<file path="src/rtl/axi_apb_pkg.sv">
// Shared constants for the AXI-Lite to APB bridge: FSM state encoding,
// AXI response codes and a helper for the slave-index width.
package axi_apb_pkg;

  localparam logic [2:0] S_IDLE   = 3'd0;
  localparam logic [2:0] S_SETUP  = 3'd1;
  localparam logic [2:0] S_ACCESS = 3'd2;
  localparam logic [2:0] S_WRESP  = 3'd3;
  localparam logic [2:0] S_RRESP  = 3'd4;

  localparam logic [1:0] RESP_OKAY   = 2'b00;
  localparam logic [1:0] RESP_EXOKAY = 2'b01;
  localparam logic [1:0] RESP_SLVERR = 2'b10;
  localparam logic [1:0] RESP_DECERR = 2'b11;

  // Width of the slave index; a single slave still gets a 1-bit index.
  function automatic int slv_w(input int n);
    return (n > 1) ? $clog2(n) : 1;
  endfunction

endpackage

</file>
<file path="src/rtl/axil_apb_bridge_ms_if.sv">
// Bus bundle for the bridge: AXI-Lite channels plus the multi-slave APB side.
// modport slave  = the bridge (AXI-Lite slave, APB master).
// modport master = the system around it (AXI-Lite master, APB slaves).
interface axil_apb_bridge_ms_if #(
  parameter int ADDR_W     = 32,
  parameter int DATA_W     = 32,
  parameter int APB_ADDR_W = 16,
  parameter int NUM_SLV    = 4
);
  localparam int STRB_W = DATA_W / 8;

  logic [ADDR_W-1:0]         AWADDR;
  logic                      AWVALID;
  logic                      AWREADY;
  logic [DATA_W-1:0]         WDATA;
  logic [STRB_W-1:0]         WSTRB;
  logic                      WVALID;
  logic                      WREADY;
  logic [1:0]                BRESP;
  logic                      BVALID;
  logic                      BREADY;
  logic [ADDR_W-1:0]         ARADDR;
  logic                      ARVALID;
  logic                      ARREADY;
  logic [DATA_W-1:0]         RDATA;
  logic [1:0]                RRESP;
  logic                      RVALID;
  logic                      RREADY;

  logic [APB_ADDR_W-1:0]     PADDR;
  logic [NUM_SLV-1:0]        PSEL;
  logic                      PENABLE;
  logic                      PWRITE;
  logic [DATA_W-1:0]         PWDATA;
  logic [STRB_W-1:0]         PSTRB;
  logic [NUM_SLV*DATA_W-1:0] PRDATA;
  logic [NUM_SLV-1:0]        PREADY;
  logic [NUM_SLV-1:0]        PSLVERR;

  modport slave (
    input  AWADDR, AWVALID, WDATA, WSTRB, WVALID, BREADY, ARADDR, ARVALID, RREADY,
    input  PRDATA, PREADY, PSLVERR,
    output AWREADY, WREADY, BRESP, BVALID, ARREADY, RDATA, RRESP, RVALID,
    output PADDR, PSEL, PENABLE, PWRITE, PWDATA, PSTRB
  );

  modport master (
    output AWADDR, AWVALID, WDATA, WSTRB, WVALID, BREADY, ARADDR, ARVALID, RREADY,
    output PRDATA, PREADY, PSLVERR,
    input  AWREADY, WREADY, BRESP, BVALID, ARREADY, RDATA, RRESP, RVALID,
    input  PADDR, PSEL, PENABLE, PWRITE, PWDATA, PSTRB
  );

endinterface

</file>
<file path="src/rtl/apb_tout_cnt.sv">
// ACCESS-phase timeout counter: counts cycles while start_i is high and
// flags the cycle that is the TOUT_CYC-th one; clear_i returns it to zero.
module apb_tout_cnt #(
  parameter int TOUT_CYC = 16
) (
  input  logic clk,
  input  logic rst_n,
  input  logic start_i,
  input  logic clear_i,
  output logic expire_o
);

  logic [7:0] cnt_q;

  // Cycle counter, held at zero outside the ACCESS phase.
  // NOTE: state registers use non-blocking (<=) so every flop samples the pre-edge values.
  always_ff @(posedge clk or negedge rst_n) begin
    if (!rst_n) begin
      cnt_q <= '0;
    end else if (clear_i) begin
      cnt_q <= '0;
    end else if (start_i) begin
      cnt_q <= cnt_q + 8'd1;
    end
  end

  assign expire_o = start_i && (cnt_q == 8'(TOUT_CYC - 1));

endmodule

</file>
<file path="src/rtl/axil_apb_bridge_ms.sv">
// AXI-Lite slave to multi-slave APB master bridge. One-entry AW/W/AR buffers,
// alternating read/write priority, address decode with DECERR, ACCESS timeout.
module axil_apb_bridge_ms
  import axi_apb_pkg::*;
#(
  parameter int ADDR_W     = 32,
  parameter int DATA_W     = 32,
  parameter int APB_ADDR_W = 16,
  parameter int NUM_SLV    = 4,
  parameter int TOUT_CYC   = 16
) (
  input logic                 ACLK,
  input logic                 ARESETn,
  axil_apb_bridge_ms_if.slave bus
);

  localparam int STRB_W  = DATA_W / 8;
  localparam int SLV_W   = slv_w(NUM_SLV);
  localparam int DEC_W   = (NUM_SLV > 1) ? $clog2(NUM_SLV) : 0;
  localparam int TOP_LSB = APB_ADDR_W + DEC_W;

  // Any address bit above the slave-index field means no slave is mapped there.
  function automatic logic addr_decerr(input logic [ADDR_W-1:0] a);
    return |(a >> TOP_LSB);
  endfunction

  function automatic logic [SLV_W-1:0] addr_idx(input logic [ADDR_W-1:0] a);
    return SLV_W'(a >> APB_ADDR_W) & SLV_W'(NUM_SLV - 1);
  endfunction

  logic [2:0]            state_q, state_d;
  logic                  aw_full_q, aw_full_d, w_full_q, w_full_d, ar_full_q, ar_full_d;
  logic [ADDR_W-1:0]     aw_addr_q, aw_addr_d, ar_addr_q, ar_addr_d;
  logic [DATA_W-1:0]     w_data_q, w_data_d;
  logic [STRB_W-1:0]     w_strb_q, w_strb_d;
  logic                  awready_q, awready_d, wready_q, wready_d, arready_q, arready_d;
  logic                  last_rd_q, last_rd_d, is_wr_q, is_wr_d;
  logic [SLV_W-1:0]      idx_q, idx_d;
  logic [NUM_SLV-1:0]    psel_q, psel_d;
  logic                  penable_q, penable_d, pwrite_q, pwrite_d;
  logic [APB_ADDR_W-1:0] paddr_q, paddr_d;
  logic [DATA_W-1:0]     pwdata_q, pwdata_d;
  logic [STRB_W-1:0]     pstrb_q, pstrb_d;
  logic                  bvalid_q, bvalid_d, rvalid_q, rvalid_d;
  logic [1:0]            bresp_q, bresp_d, rresp_q, rresp_d;
  logic [DATA_W-1:0]     rdata_q, rdata_d;

  logic                  aw_fire, w_fire, ar_fire, wr_pend, rd_pend, gnt_rd, gnt_wr;
  logic [ADDR_W-1:0]     aw_addr_eff, ar_addr_eff, gnt_addr;
  logic [DATA_W-1:0]     w_data_eff, prdata_sel;
  logic [STRB_W-1:0]     w_strb_eff;
  logic                  pready_sel, pslverr_sel, tout_exp, in_access;
  logic [1:0]            xfer_resp;

  // A beat arriving this cycle counts as pending so the transfer starts on the accept edge.
  assign aw_fire     = bus.AWVALID && awready_q;
  assign w_fire      = bus.WVALID && wready_q;
  assign ar_fire     = bus.ARVALID && arready_q;
  assign aw_addr_eff = aw_full_q ? aw_addr_q : bus.AWADDR;
  assign ar_addr_eff = ar_full_q ? ar_addr_q : bus.ARADDR;
  assign w_data_eff  = w_full_q ? w_data_q : bus.WDATA;
  assign w_strb_eff  = w_full_q ? w_strb_q : bus.WSTRB;
  assign wr_pend     = (aw_full_q || aw_fire) && (w_full_q || w_fire);
  assign rd_pend     = ar_full_q || ar_fire;
  assign gnt_rd      = rd_pend && (!wr_pend || !last_rd_q);
  assign gnt_wr      = wr_pend && !gnt_rd;
  assign gnt_addr    = gnt_rd ? ar_addr_eff : aw_addr_eff;

  // Only the selected slave's response lines are looked at.
  assign pready_sel  = bus.PREADY[idx_q];
  assign pslverr_sel = bus.PSLVERR[idx_q];
  assign prdata_sel  = bus.PRDATA[idx_q*DATA_W +: DATA_W];
  assign xfer_resp   = (pready_sel && !pslverr_sel) ? RESP_OKAY : RESP_SLVERR;
  assign in_access   = (state_q == S_ACCESS);

  apb_tout_cnt #(.TOUT_CYC(TOUT_CYC)) u_tout (
    .clk      (ACLK),
    .rst_n    (ARESETn),
    .start_i  (in_access),
    .clear_i  (!in_access),
    .expire_o (tout_exp)
  );

  // Next-state logic for buffers, FSM, APB request and AXI responses.
  always_comb begin
    // NOTE: every _d gets a default first so no path leaves it unassigned (no latches).
    state_d   = state_q;   aw_full_d = aw_full_q; w_full_d  = w_full_q;  ar_full_d = ar_full_q;
    aw_addr_d = aw_addr_q; ar_addr_d = ar_addr_q; w_data_d  = w_data_q;  w_strb_d  = w_strb_q;
    last_rd_d = last_rd_q; is_wr_d   = is_wr_q;   idx_d     = idx_q;     psel_d    = psel_q;
    penable_d = penable_q; pwrite_d  = pwrite_q;  paddr_d   = paddr_q;   pwdata_d  = pwdata_q;
    pstrb_d   = pstrb_q;   bvalid_d  = bvalid_q;  bresp_d   = bresp_q;   rvalid_d  = rvalid_q;
    rresp_d   = rresp_q;   rdata_d   = rdata_q;

    if (aw_fire) begin aw_full_d = 1'b1; aw_addr_d = bus.AWADDR; end
    if (w_fire)  begin w_full_d = 1'b1; w_data_d = bus.WDATA; w_strb_d = bus.WSTRB; end
    if (ar_fire) begin ar_full_d = 1'b1; ar_addr_d = bus.ARADDR; end

    case (state_q)
      S_IDLE: begin
        if (gnt_rd || gnt_wr) begin
          last_rd_d = gnt_rd;
          is_wr_d   = gnt_wr;
          if (addr_decerr(gnt_addr)) begin
            if (gnt_wr) begin
              state_d = S_WRESP; bvalid_d = 1'b1; bresp_d = RESP_DECERR;
            end else begin
              state_d = S_RRESP; rvalid_d = 1'b1; rresp_d = RESP_DECERR; rdata_d = '0;
            end
          end else begin
            state_d   = S_SETUP;
            idx_d     = addr_idx(gnt_addr);
            psel_d    = NUM_SLV'(1) << addr_idx(gnt_addr);
            penable_d = 1'b0;
            pwrite_d  = gnt_wr;
            paddr_d   = gnt_addr[APB_ADDR_W-1:0];
            pwdata_d  = gnt_wr ? w_data_eff : '0;
            pstrb_d   = gnt_wr ? w_strb_eff : '0;
          end
        end
      end
      S_SETUP: begin
        penable_d = 1'b1;
        state_d   = S_ACCESS;
      end
      S_ACCESS: begin
        if (pready_sel || tout_exp) begin
          psel_d    = '0;
          penable_d = 1'b0;
          if (is_wr_q) begin
            state_d = S_WRESP; bvalid_d = 1'b1; bresp_d = xfer_resp;
          end else begin
            state_d = S_RRESP; rvalid_d = 1'b1; rresp_d = xfer_resp;
            rdata_d = pready_sel ? prdata_sel : '0;
          end
        end
      end
      S_WRESP: begin
        if (bus.BREADY) begin
          bvalid_d = 1'b0; aw_full_d = 1'b0; w_full_d = 1'b0; state_d = S_IDLE;
        end
      end
      S_RRESP: begin
        if (bus.RREADY) begin
          rvalid_d = 1'b0; ar_full_d = 1'b0; state_d = S_IDLE;
        end
      end
      default: state_d = S_IDLE;
    endcase

    awready_d = !aw_full_d && (state_d == S_IDLE);
    wready_d  = !w_full_d && (state_d == S_IDLE);
    arready_d = !ar_full_d && (state_d == S_IDLE);
  end

  // State registers; reset clears everything including buffer contents.
  // NOTE: the small buffer data registers are reset so outputs read 0 after reset; a RAM would not be.
  always_ff @(posedge ACLK or negedge ARESETn) begin
    if (!ARESETn) begin
      state_q   <= S_IDLE; aw_full_q <= 1'b0; w_full_q  <= 1'b0; ar_full_q <= 1'b0;
      aw_addr_q <= '0;     ar_addr_q <= '0;   w_data_q  <= '0;   w_strb_q  <= '0;
      awready_q <= 1'b0;   wready_q  <= 1'b0; arready_q <= 1'b0;
      last_rd_q <= 1'b0;   is_wr_q   <= 1'b0; idx_q     <= '0;   psel_q    <= '0;
      penable_q <= 1'b0;   pwrite_q  <= 1'b0; paddr_q   <= '0;   pwdata_q  <= '0;
      pstrb_q   <= '0;     bvalid_q  <= 1'b0; bresp_q   <= RESP_OKAY;
      rvalid_q  <= 1'b0;   rresp_q   <= RESP_OKAY;               rdata_q   <= '0;
    end else begin
      state_q   <= state_d;   aw_full_q <= aw_full_d; w_full_q  <= w_full_d;  ar_full_q <= ar_full_d;
      aw_addr_q <= aw_addr_d; ar_addr_q <= ar_addr_d; w_data_q  <= w_data_d;  w_strb_q  <= w_strb_d;
      awready_q <= awready_d; wready_q  <= wready_d;  arready_q <= arready_d;
      last_rd_q <= last_rd_d; is_wr_q   <= is_wr_d;   idx_q     <= idx_d;     psel_q    <= psel_d;
      penable_q <= penable_d; pwrite_q  <= pwrite_d;  paddr_q   <= paddr_d;   pwdata_q  <= pwdata_d;
      pstrb_q   <= pstrb_d;   bvalid_q  <= bvalid_d;  bresp_q   <= bresp_d;
      rvalid_q  <= rvalid_d;  rresp_q   <= rresp_d;   rdata_q   <= rdata_d;
    end
  end

  assign bus.AWREADY = awready_q;
  assign bus.WREADY  = wready_q;
  assign bus.ARREADY = arready_q;
  assign bus.BVALID  = bvalid_q;
  assign bus.BRESP   = bresp_q;
  assign bus.RVALID  = rvalid_q;
  assign bus.RRESP   = rresp_q;
  assign bus.RDATA   = rdata_q;
  assign bus.PSEL    = psel_q;
  assign bus.PENABLE = penable_q;
  assign bus.PWRITE  = pwrite_q;
  assign bus.PADDR   = paddr_q;
  assign bus.PWDATA  = pwdata_q;
  assign bus.PSTRB   = pstrb_q;

endmodule

</file>
<file path="src/flat_wrapper.sv">
// flat-port wrapper written by rule: the top's interface ports become plain ports
module axil_apb_bridge_ms_flat import axi_apb_pkg::*;
#(
  parameter int ADDR_W     = 32,
  parameter int DATA_W     = 32,
  parameter int APB_ADDR_W = 16,
  parameter int NUM_SLV    = 4,
  parameter int TOUT_CYC   = 16
)
  (ACLK, ARESETn, bus_AWADDR, bus_AWVALID, bus_WDATA, bus_WSTRB, bus_WVALID, bus_BREADY, bus_ARADDR, bus_ARVALID, bus_RREADY, bus_PRDATA, bus_PREADY, bus_PSLVERR, bus_AWREADY, bus_WREADY, bus_BRESP, bus_BVALID, bus_ARREADY, bus_RDATA, bus_RRESP, bus_RVALID, bus_PADDR, bus_PSEL, bus_PENABLE, bus_PWRITE, bus_PWDATA, bus_PSTRB);
  axil_apb_bridge_ms_if #(.ADDR_W(ADDR_W), .DATA_W(DATA_W), .APB_ADDR_W(APB_ADDR_W), .NUM_SLV(NUM_SLV)) bus_i ();
  input logic ACLK;
  input logic ARESETn;
  input wire logic [$bits(bus_i.AWADDR)-1:0] bus_AWADDR;
  input wire logic [$bits(bus_i.AWVALID)-1:0] bus_AWVALID;
  input wire logic [$bits(bus_i.WDATA)-1:0] bus_WDATA;
  input wire logic [$bits(bus_i.WSTRB)-1:0] bus_WSTRB;
  input wire logic [$bits(bus_i.WVALID)-1:0] bus_WVALID;
  input wire logic [$bits(bus_i.BREADY)-1:0] bus_BREADY;
  input wire logic [$bits(bus_i.ARADDR)-1:0] bus_ARADDR;
  input wire logic [$bits(bus_i.ARVALID)-1:0] bus_ARVALID;
  input wire logic [$bits(bus_i.RREADY)-1:0] bus_RREADY;
  input wire logic [$bits(bus_i.PRDATA)-1:0] bus_PRDATA;
  input wire logic [$bits(bus_i.PREADY)-1:0] bus_PREADY;
  input wire logic [$bits(bus_i.PSLVERR)-1:0] bus_PSLVERR;
  output wire logic [$bits(bus_i.AWREADY)-1:0] bus_AWREADY;
  output wire logic [$bits(bus_i.WREADY)-1:0] bus_WREADY;
  output wire logic [$bits(bus_i.BRESP)-1:0] bus_BRESP;
  output wire logic [$bits(bus_i.BVALID)-1:0] bus_BVALID;
  output wire logic [$bits(bus_i.ARREADY)-1:0] bus_ARREADY;
  output wire logic [$bits(bus_i.RDATA)-1:0] bus_RDATA;
  output wire logic [$bits(bus_i.RRESP)-1:0] bus_RRESP;
  output wire logic [$bits(bus_i.RVALID)-1:0] bus_RVALID;
  output wire logic [$bits(bus_i.PADDR)-1:0] bus_PADDR;
  output wire logic [$bits(bus_i.PSEL)-1:0] bus_PSEL;
  output wire logic [$bits(bus_i.PENABLE)-1:0] bus_PENABLE;
  output wire logic [$bits(bus_i.PWRITE)-1:0] bus_PWRITE;
  output wire logic [$bits(bus_i.PWDATA)-1:0] bus_PWDATA;
  output wire logic [$bits(bus_i.PSTRB)-1:0] bus_PSTRB;
  assign bus_i.AWADDR = bus_AWADDR;
  assign bus_i.AWVALID = bus_AWVALID;
  assign bus_i.WDATA = bus_WDATA;
  assign bus_i.WSTRB = bus_WSTRB;
  assign bus_i.WVALID = bus_WVALID;
  assign bus_i.BREADY = bus_BREADY;
  assign bus_i.ARADDR = bus_ARADDR;
  assign bus_i.ARVALID = bus_ARVALID;
  assign bus_i.RREADY = bus_RREADY;
  assign bus_i.PRDATA = bus_PRDATA;
  assign bus_i.PREADY = bus_PREADY;
  assign bus_i.PSLVERR = bus_PSLVERR;
  assign bus_AWREADY = bus_i.AWREADY;
  assign bus_WREADY = bus_i.WREADY;
  assign bus_BRESP = bus_i.BRESP;
  assign bus_BVALID = bus_i.BVALID;
  assign bus_ARREADY = bus_i.ARREADY;
  assign bus_RDATA = bus_i.RDATA;
  assign bus_RRESP = bus_i.RRESP;
  assign bus_RVALID = bus_i.RVALID;
  assign bus_PADDR = bus_i.PADDR;
  assign bus_PSEL = bus_i.PSEL;
  assign bus_PENABLE = bus_i.PENABLE;
  assign bus_PWRITE = bus_i.PWRITE;
  assign bus_PWDATA = bus_i.PWDATA;
  assign bus_PSTRB = bus_i.PSTRB;
  axil_apb_bridge_ms #(.ADDR_W(ADDR_W), .DATA_W(DATA_W), .APB_ADDR_W(APB_ADDR_W), .NUM_SLV(NUM_SLV), .TOUT_CYC(TOUT_CYC)) u_core (.ACLK(ACLK), .ARESETn(ARESETn), .bus(bus_i));
endmodule
</file>
<file path="config.mk">
export PLATFORM = sky130hd
export DESIGN_NAME = axil_apb_bridge_ms_flat
export DESIGN_NICKNAME = d
export VERILOG_FILES = /design/src/rtl/axi_apb_pkg.sv /design/src/rtl/axil_apb_bridge_ms_if.sv /design/src/rtl/apb_tout_cnt.sv /design/src/rtl/axil_apb_bridge_ms.sv /design/src/flat_wrapper.sv
export SDC_FILE = /design/constraint.sdc
export NUM_CORES = 1
export LEC_CHECK = 0
export ABC_CLOCK_PERIOD_IN_PS = 3400
export CAP_MARGIN = 40
export CELL_PAD_IN_SITES_DETAIL_PLACEMENT = 1
export CELL_PAD_IN_SITES_GLOBAL_PLACEMENT = 1
export CORE_ASPECT_RATIO = 1.75
export CORE_MARGIN = 2
export CORE_UTILIZATION = 38
export CTS_BUF_LIST = sky130_fd_sc_hd__clkbuf_16
export CTS_CLUSTER_DIAMETER = 40
export DETAILED_ROUTE_END_ITERATION = 16
export GPL_ROUTABILITY_DRIVEN = 0
export GPL_TIMING_DRIVEN = 0
export PLACE_DENSITY = 0.91
export SYNTH_ARGS = -nofsm -noshare
export SYNTH_HDL_FRONTEND = slang
export SYNTH_SLANG_ARGS = --single-unit
</file>
<file path="constraint.sdc">
create_clock -name ACLK -period 3.4 [get_ports ACLK]
set_clock_uncertainty 0.05 [all_clocks]
set_input_delay 0.34 -clock ACLK [delete_from_list [all_inputs] [get_ports ACLK]]
set_output_delay 0.34 -clock ACLK [all_outputs]
set_load 0.01 [all_outputs]
</file>
=== Word-level counts from Yosys, hierarchy flattened ===
Cells that the tools add are included.

* Add/sub/neg operators: 1
* Multipliers: 0
* Div/mod/pow operators: 0
* $lt $le $gt $ge: 1
* Equality and inequality tests: 15
* Shifts and indexed selects: 2
* Mux-type cells: 71
* Bitwise operators: 1
* Reductions and logical operators: 39

{| class="wikitable"
|+ Operator list
! operator !! count
|-
| 32-bit two-way mux || 11
|-
| 128-bit by 8-bit indexed part select with 32-bit output || 1
|-
| 32-bit one-hot mux with 2 select lines || 1
|-
| 1-bit two-way mux || 26
|-
| 2-bit two-way mux || 11
|-
| 3-bit two-way mux || 7
|-
| 4-bit two-way mux || 5
|-
| 3-bit one-hot mux with 5 select lines || 1
|-
| 7-bit AND reduction || 2
|-
| 14-bit OR reduction || 1
|-
| 6-bit AND reduction || 2
|-
| 1-bit logical AND || 11
|-
| 2-bit by 1-bit != test with 1-bit output (second input constant) || 5
|-
| 2-bit != test (second input constant) || 5
|-
| 1-bit one-hot mux with 3 select lines || 3
|-
| 3-bit nonzero test || 3
|-
| 8-bit by 1-bit adder with 8-bit output (second input constant) || 1
|-
| 8-bit by 4-bit equality test with 1-bit output (second input constant) || 1
|-
| 8-bit two-way mux || 1
|-
| 2-bit one-hot mux with 2 select lines || 2
|-
| 4-bit one-hot mux with 2 select lines || 1
|-
| 4-bit AND reduction || 2
|-
| 1-bit zero test || 7
|-
| 3-bit by 2-bit equality test with 1-bit output (second input constant) || 2
|-
| 11 further kinds || 18
|}

* Bits in registers: 217
* Bits in latches: 0
* Memory bits (writable): 0
* Memory bits (read-only): 0
* Input bits: 243
* Output and inout port bits: 99
* Logic and storage cells: 156
* Memories: 0

=== Logic depth before layout (Yosys ltp) ===
* Word-level depth: 14
* Mapped depth: 9

=== Modules after synthesis ===
A second synthesis with hierarchy kept.

* Cell total of the unflattened synthesis: 893
* Area total of the unflattened synthesis: 10,872.9 µm²

{| class="wikitable"
|+ Modules (own cells, without submodules)
! module !! instances !! cells each !! area an instance (µm²) !! seq. area each (µm²)
|-
| axil_apb_bridge_ms || 1 || 853 || 10,458.8 || 5,230.0
|-
| apb_tout_cnt || 1 || 40 || 414.1 || 200.2
|}

=== Worst setup path before layout ===
No wires, ideal clock.

* Kind: reg2reg
* Start point: register u_core.idx_q[0]
* End point: register u_core.rresp_q[1] (netlist: u_core.bus.RRESP[1])
* Library setup time: 127 ps
* Data arrival time: 1,892 ps
* Data required time: 3,223 ps
* Path slack: 1,330 ps
* Stages on the path, launching flop included: 8
* Clock period less this slack: 2,070 ps
* Cell sequence: dfrtp_1 -> buf_4 -> mux4_2 -> a21oi_4 -> or3_1 -> o21ai_2 -> buf_6 -> mux2_1

* Longest elaborated chain between the ends: 8
* Elaborated cells on any way between the ends: 13
* Classes of those cells: eq/ne (1); mux (8); reduce/logical (4)

{| class="wikitable"
|+ Ends and longest elaborated chain
! element !! RTL line !! RTL
|-
| start: declaration || axil_apb_bridge_ms.sv:38 || <nowiki>logic [SLV_W-1:0] idx_q, idx_d;</nowiki>
|-
| start signal: assignment || axil_apb_bridge_ms.sv:170 || <nowiki>last_rd_q <= last_rd_d; is_wr_q <= is_wr_d; idx_q <= idx_d; psel_q <= psel_d;</nowiki>
|-
| 1-bit binary-select mux with 2-bit select || axil_apb_bridge_ms.sv:71 || <nowiki>assign pslverr_sel = bus.PSLVERR[idx_q];</nowiki>
|-
| 1-bit two-way mux (implied by the code) || axil_apb_bridge_ms.sv:71 ||
|-
| 1-bit zero test || axil_apb_bridge_ms.sv:73 || <nowiki>assign xfer_resp = (pready_sel && !pslverr_sel) ? RESP_OKAY : RESP_SLVERR;</nowiki>
|-
| 1-bit logical AND || axil_apb_bridge_ms.sv:73 ||
|-
| 2-bit two-way mux || axil_apb_bridge_ms.sv:73 ||
|-
| 2-bit two-way mux || axil_apb_bridge_ms.sv:129 || <nowiki>if (is_wr_q) begin</nowiki>
|-
| 2-bit two-way mux || axil_apb_bridge_ms.sv:126 || <nowiki>if (pready_sel || tout_exp) begin</nowiki>
|-
| 2-bit one-hot mux with 2 select lines || axil_apb_bridge_ms.sv:98 || <nowiki>case (state_q)</nowiki>
|-
| end signal: assignment || axil_apb_bridge_ms.sv:173 || <nowiki>rvalid_q <= rvalid_d; rresp_q <= rresp_d; rdata_q <= rdata_d;</nowiki>
|-
| end: declaration || axil_apb_bridge_ms.sv:45 || <nowiki>logic [1:0] bresp_q, bresp_d, rresp_q, rresp_d;</nowiki>
|}

Parallel ways exist; a longest one is shown, timed or not. The select of a mux whose other input is x is not followed.
A chain may end at the register's enable or synchronous reset.

=== Final worst setup path ===
* Start point: register u_core.aw_full_q
* End point: register u_core.pwdata_q[23] (netlist: u_core.bus.PWDATA[23])

* Longest elaborated chain between the ends: 9
* Elaborated cells on any way between the ends: 14
* Classes of those cells: mux (3); bitwise (1); reduce/logical (10)

{| class="wikitable"
|+ Ends and longest elaborated chain
! element !! RTL line !! RTL
|-
| start: declaration || axil_apb_bridge_ms.sv:32 || <nowiki>logic aw_full_q, aw_full_d, w_full_q, w_full_d, ar_full_q, ar_full_d;</nowiki>
|-
| start signal: assignment || axil_apb_bridge_ms.sv:167 || <nowiki>state_q <= state_d; aw_full_q <= aw_full_d; w_full_q <= w_full_d; ar_full_q <= ar_full_d;</nowiki>
|-
| 1-bit logical OR || axil_apb_bridge_ms.sv:63 || <nowiki>assign wr_pend = (aw_full_q || aw_fire) && (w_full_q || w_fire);</nowiki>
|-
| 1-bit logical AND || axil_apb_bridge_ms.sv:63 ||
|-
| 1-bit zero test || axil_apb_bridge_ms.sv:65 || <nowiki>assign gnt_rd = rd_pend && (!wr_pend || !last_rd_q);</nowiki>
|-
| 1-bit logical OR || axil_apb_bridge_ms.sv:65 ||
|-
| 1-bit logical AND || axil_apb_bridge_ms.sv:65 ||
|-
| 32-bit two-way mux / 1-bit zero test (equally long branches) || axil_apb_bridge_ms.sv:67, axil_apb_bridge_ms.sv:66 ||
|-
| 14-bit OR reduction / 1-bit logical AND (equally long branches) || axil_apb_bridge_ms.sv:24, axil_apb_bridge_ms.sv:66 ||
|-
| 1-bit NOT (no source line) / 1-bit logical OR (equally long branches) || -- ||
|-
| 3-bit AND reduction (no source line) || -- ||
|-
| end signal: assignment || axil_apb_bridge_ms.sv:171 || <nowiki>penable_q <= penable_d; pwrite_q <= pwrite_d; paddr_q <= paddr_d; pwdata_q <= pwdata_d;</nowiki>
|-
| end: declaration || axil_apb_bridge_ms.sv:42 || <nowiki>logic [DATA_W-1:0] pwdata_q, pwdata_d;</nowiki>
|}

Parallel ways exist; a longest one is shown, timed or not.

==> qor.yml <==
clock_network:
  htreeDepth: 1
  hold_buffers: 1
  clock_sink_count: 217
  cts.path.max_buffers: 3
  postCtsSetupRepairBufs: 0
  clk_pin_slew_ns: 0.06
  cts.repair.resized: 0
  cts_root_buf: "clkbuf_16"
  clock_latency_ns: 0.52
  cts_buffers: 26
  tritoncts: "yes"
die:
  ioPinCount: 342
  fp.coreArea_um2: 26500
  die_x_um: 128
  die-area_um2: 28100
  num_rows: 79
  die_height_um: 220
  initial_utilization: 0.384
routing:
  drc: 0
  wl_per_cell_um: 21.5
  ant_nets: 0
  vias: 8436
  drtPass1Iterations: 4
  routed_wl_mm: 33.5
  vias_per_cell: 5.41
  drt-initial-drc-count: 311
timing:
  finalSetupViolations: 0
  relSlewSlack: 0.430
  rsz0062_at_grt: "false"
  period_share: 0.890
  period_needed_ns: 3.03
  hold_violations: 0
  max_freq_ghz: 0.331
  worstMarginPinSlew_ns: 0.855
  timing.final.max_slew_violations: 0
power_and_ir_drop:
  switching_power_uw: 4710
  p_int_uw: 8270
  p_sw_frac: 0.363
  seqPwrFrac: 0.341
  leakage_uw: 0.00628
  pwr-share-clk: 0.211
  power.density_nw_per_um2: 872
  p_comb_frac: 0.448
  peakVddDrop_v: 0.000507
synth:
  syn_avg_cell_area_um2: 12.1
  synthDominantCellAreaShare: 0.534
  ys_seq_elements: 217
  yosysWarningCount: 0
  yosys.area.top_type: "dfrtp_1"
  synth_flop_cell: "dfrtp_1"
  yosys-top-cells-area: "dfrtp_1 53%, mux2_2 14%, mux4_2 7.5%, mux2i_1 5.5%, o21ai_0 4.3%"
  seq_area_frac_synth: 0.534
  postSynthCellCount: 840
  yosysUniqueCellTypes: 44
  synth_edf_count: 0
  synth-async-reset-ratio: 1.00
  syn-cell-area_um2: 10200
  synth_nets: 1084
global_route:
  gr-total-overflow: 0
  grt_pass1_wl_mm: 51.7
  antenna_found_initial: 7
  grt_max_degree: 110
  grt_usage: 0.237
  grt_pass1_vias: 9622
critical_path:
  worstSetupPathType: "reg -> reg"
  critPathLaunchType: "flip-flop"
  cp_max_fo: 10
  cp-end-kind: "flip-flop"
  cp_data_arrival_time_ns: 3.37
  cp.required_ns: 3.75
finish:
  layout_common_cells: "340 x clkdlybuf4s50_1, 217 x dfrtp_1, 123 x mux2_2"
  final_nets: 1455
  layout.cells.non_filler: 1560
  final_common_cell: "clkdlybuf4s50_1"
  post-route-util: 0.562
  area_growth_pct: 46.5
  drive_above_1_share: 0.176
place:
  place_hpwl_mm: 25.9
  io_buffers: 341
  dp_cells: 1506
worst_hold_path:
  hold_class: "in -> async"
flow_run:
  maxCapViolations: 0
status:
  status: "finished clean"
[state kept, by name, indices dropped and copies added (netlist names), 3 cells and up]
signal / cells
u_core.w_strb_q: 4
u_core.u_tout.cnt_q: 8
u_core.bus.RDATA: 32
u_core.bus.PWDATA: 32
u_core.state_q: 3
u_core.aw_addr_q: 32
u_core.w_data_q: 32
u_core.bus.PSEL: 4
u_core.ar_addr_q: 32
u_core.bus.PADDR: 16
u_core.bus.PSTRB: 4
[critical path, stage by stage (launching register included)]
cell      delay [ns]
dfrtp_1         0.44
a21o_1          0.21
a31oi_2         0.46
nand3_1         0.35
nand4_1         0.61
clkbuf_1        0.46
nand2_1         0.15
o21ai_0         0.16
[final timing paths]
kind,startpoint,end,slack [ns],cells past startpoint
setup / recovery,u_core.aw_full_q,u_core.bus.PWDATA[23],0.37,7
hold / removal,ARESETn,u_core.bus.PWDATA[10],0.38,2
setup reg to reg,u_core.aw_full_q,u_core.bus.PWDATA[23],0.37,7
hold reg to reg,u_core.u_tout.cnt_q[0],u_core.u_tout.cnt_q[0],0.41,1
max in group asynchronous,ARESETn,u_core.bus.RDATA[22],1.87,3
min in group ACLK,bus_AWADDR[16],u_core.aw_addr_q[16],0.41,2
[through the flow]
stage	worst slack [ns]	instance area (um2)	TNS (ns)	hold slack [ns]	total power [uW]
floorplan	1.33	10200	0	-0.00559	7690
global placement	-7.22	14000	-1560.54	0.393	9970
detailed placement	-0.0667	14000	-0.131	0.392	10300
CTS	0.290	14900	0	0.383	13100
global route	0.101	14900	0	0.402	13800
finish	0.375	14900	0	0.383	13000
[cells in the mapped netlist, drive strengths merged, types with 3 or more instances]
cell and count:
dfrtp 217, mux2 124, o21ai 89, nand2 72
mux2i 56, nand4 37, clkbuf 34, mux4 34
inv 33, nor2 32, a21oi 23, buf 21
nor4 14, nand3 8, nor3 7, xnor2 4
a21o 3, and3 3, nand3b 3, nor4b 3
[power groups by stage]
stage | sequential, uW | clock (uW) | combinational [uW]
2_1_floorplan | 4490 | 0 | 3200
3_3_place_gp | 4370 | 0 | 5600
3_5_place_dp | 4460 | 0 | 5830
4_1_cts | 4430 | 2810 | 5890
5_1_grt | 4570 | 2910 | 6320
6_report | 4430 | 2740 | 5820
[cell families after synthesis]
logic type | count (synthesis) | share of synthesized area
multiplexers | 214 | 0.268
AND/OR/NAND/NOR | 189 | 0.0901
flip-flops | 217 | 0.534
adder cells (fa/ha/maj) | 1 | 0.00123
XOR/XNOR | 6 | 0.00517
AO/OA/AOI/OAI | 125 | 0.0667
buffers and inverters | 88 | 0.0349
[cell type report]
cell class | instances | area [um2]
fillers | 2752 | 11600
repair buffers | 343 | 3460
clock buffers | 27 | 676
inverters | 33 | 124
plain buffers | 55 | 231
diodes | 8 | 20.0
well taps | 324 | 405
multi-input cells | 535 | 4380
clock inverters | 18 | 169
flip-flops and latches | 217 | 5430
[routing by layer]
| layer | wire length, um | global-route usage | up-vias |
|---|---|---|---|
| met4 | 1610 | 0.124 | 0 |
| met2 | 19000 | 0.464 | 311 |
| li1 | - | - | 3783 |
| met1 | 11100 | 0.232 | 4266 |
| met5 | 0 | 0 | - |
| met3 | 1800 | 0.0450 | 76 |
No activity file was read; power rests on OpenSTA's default activity.
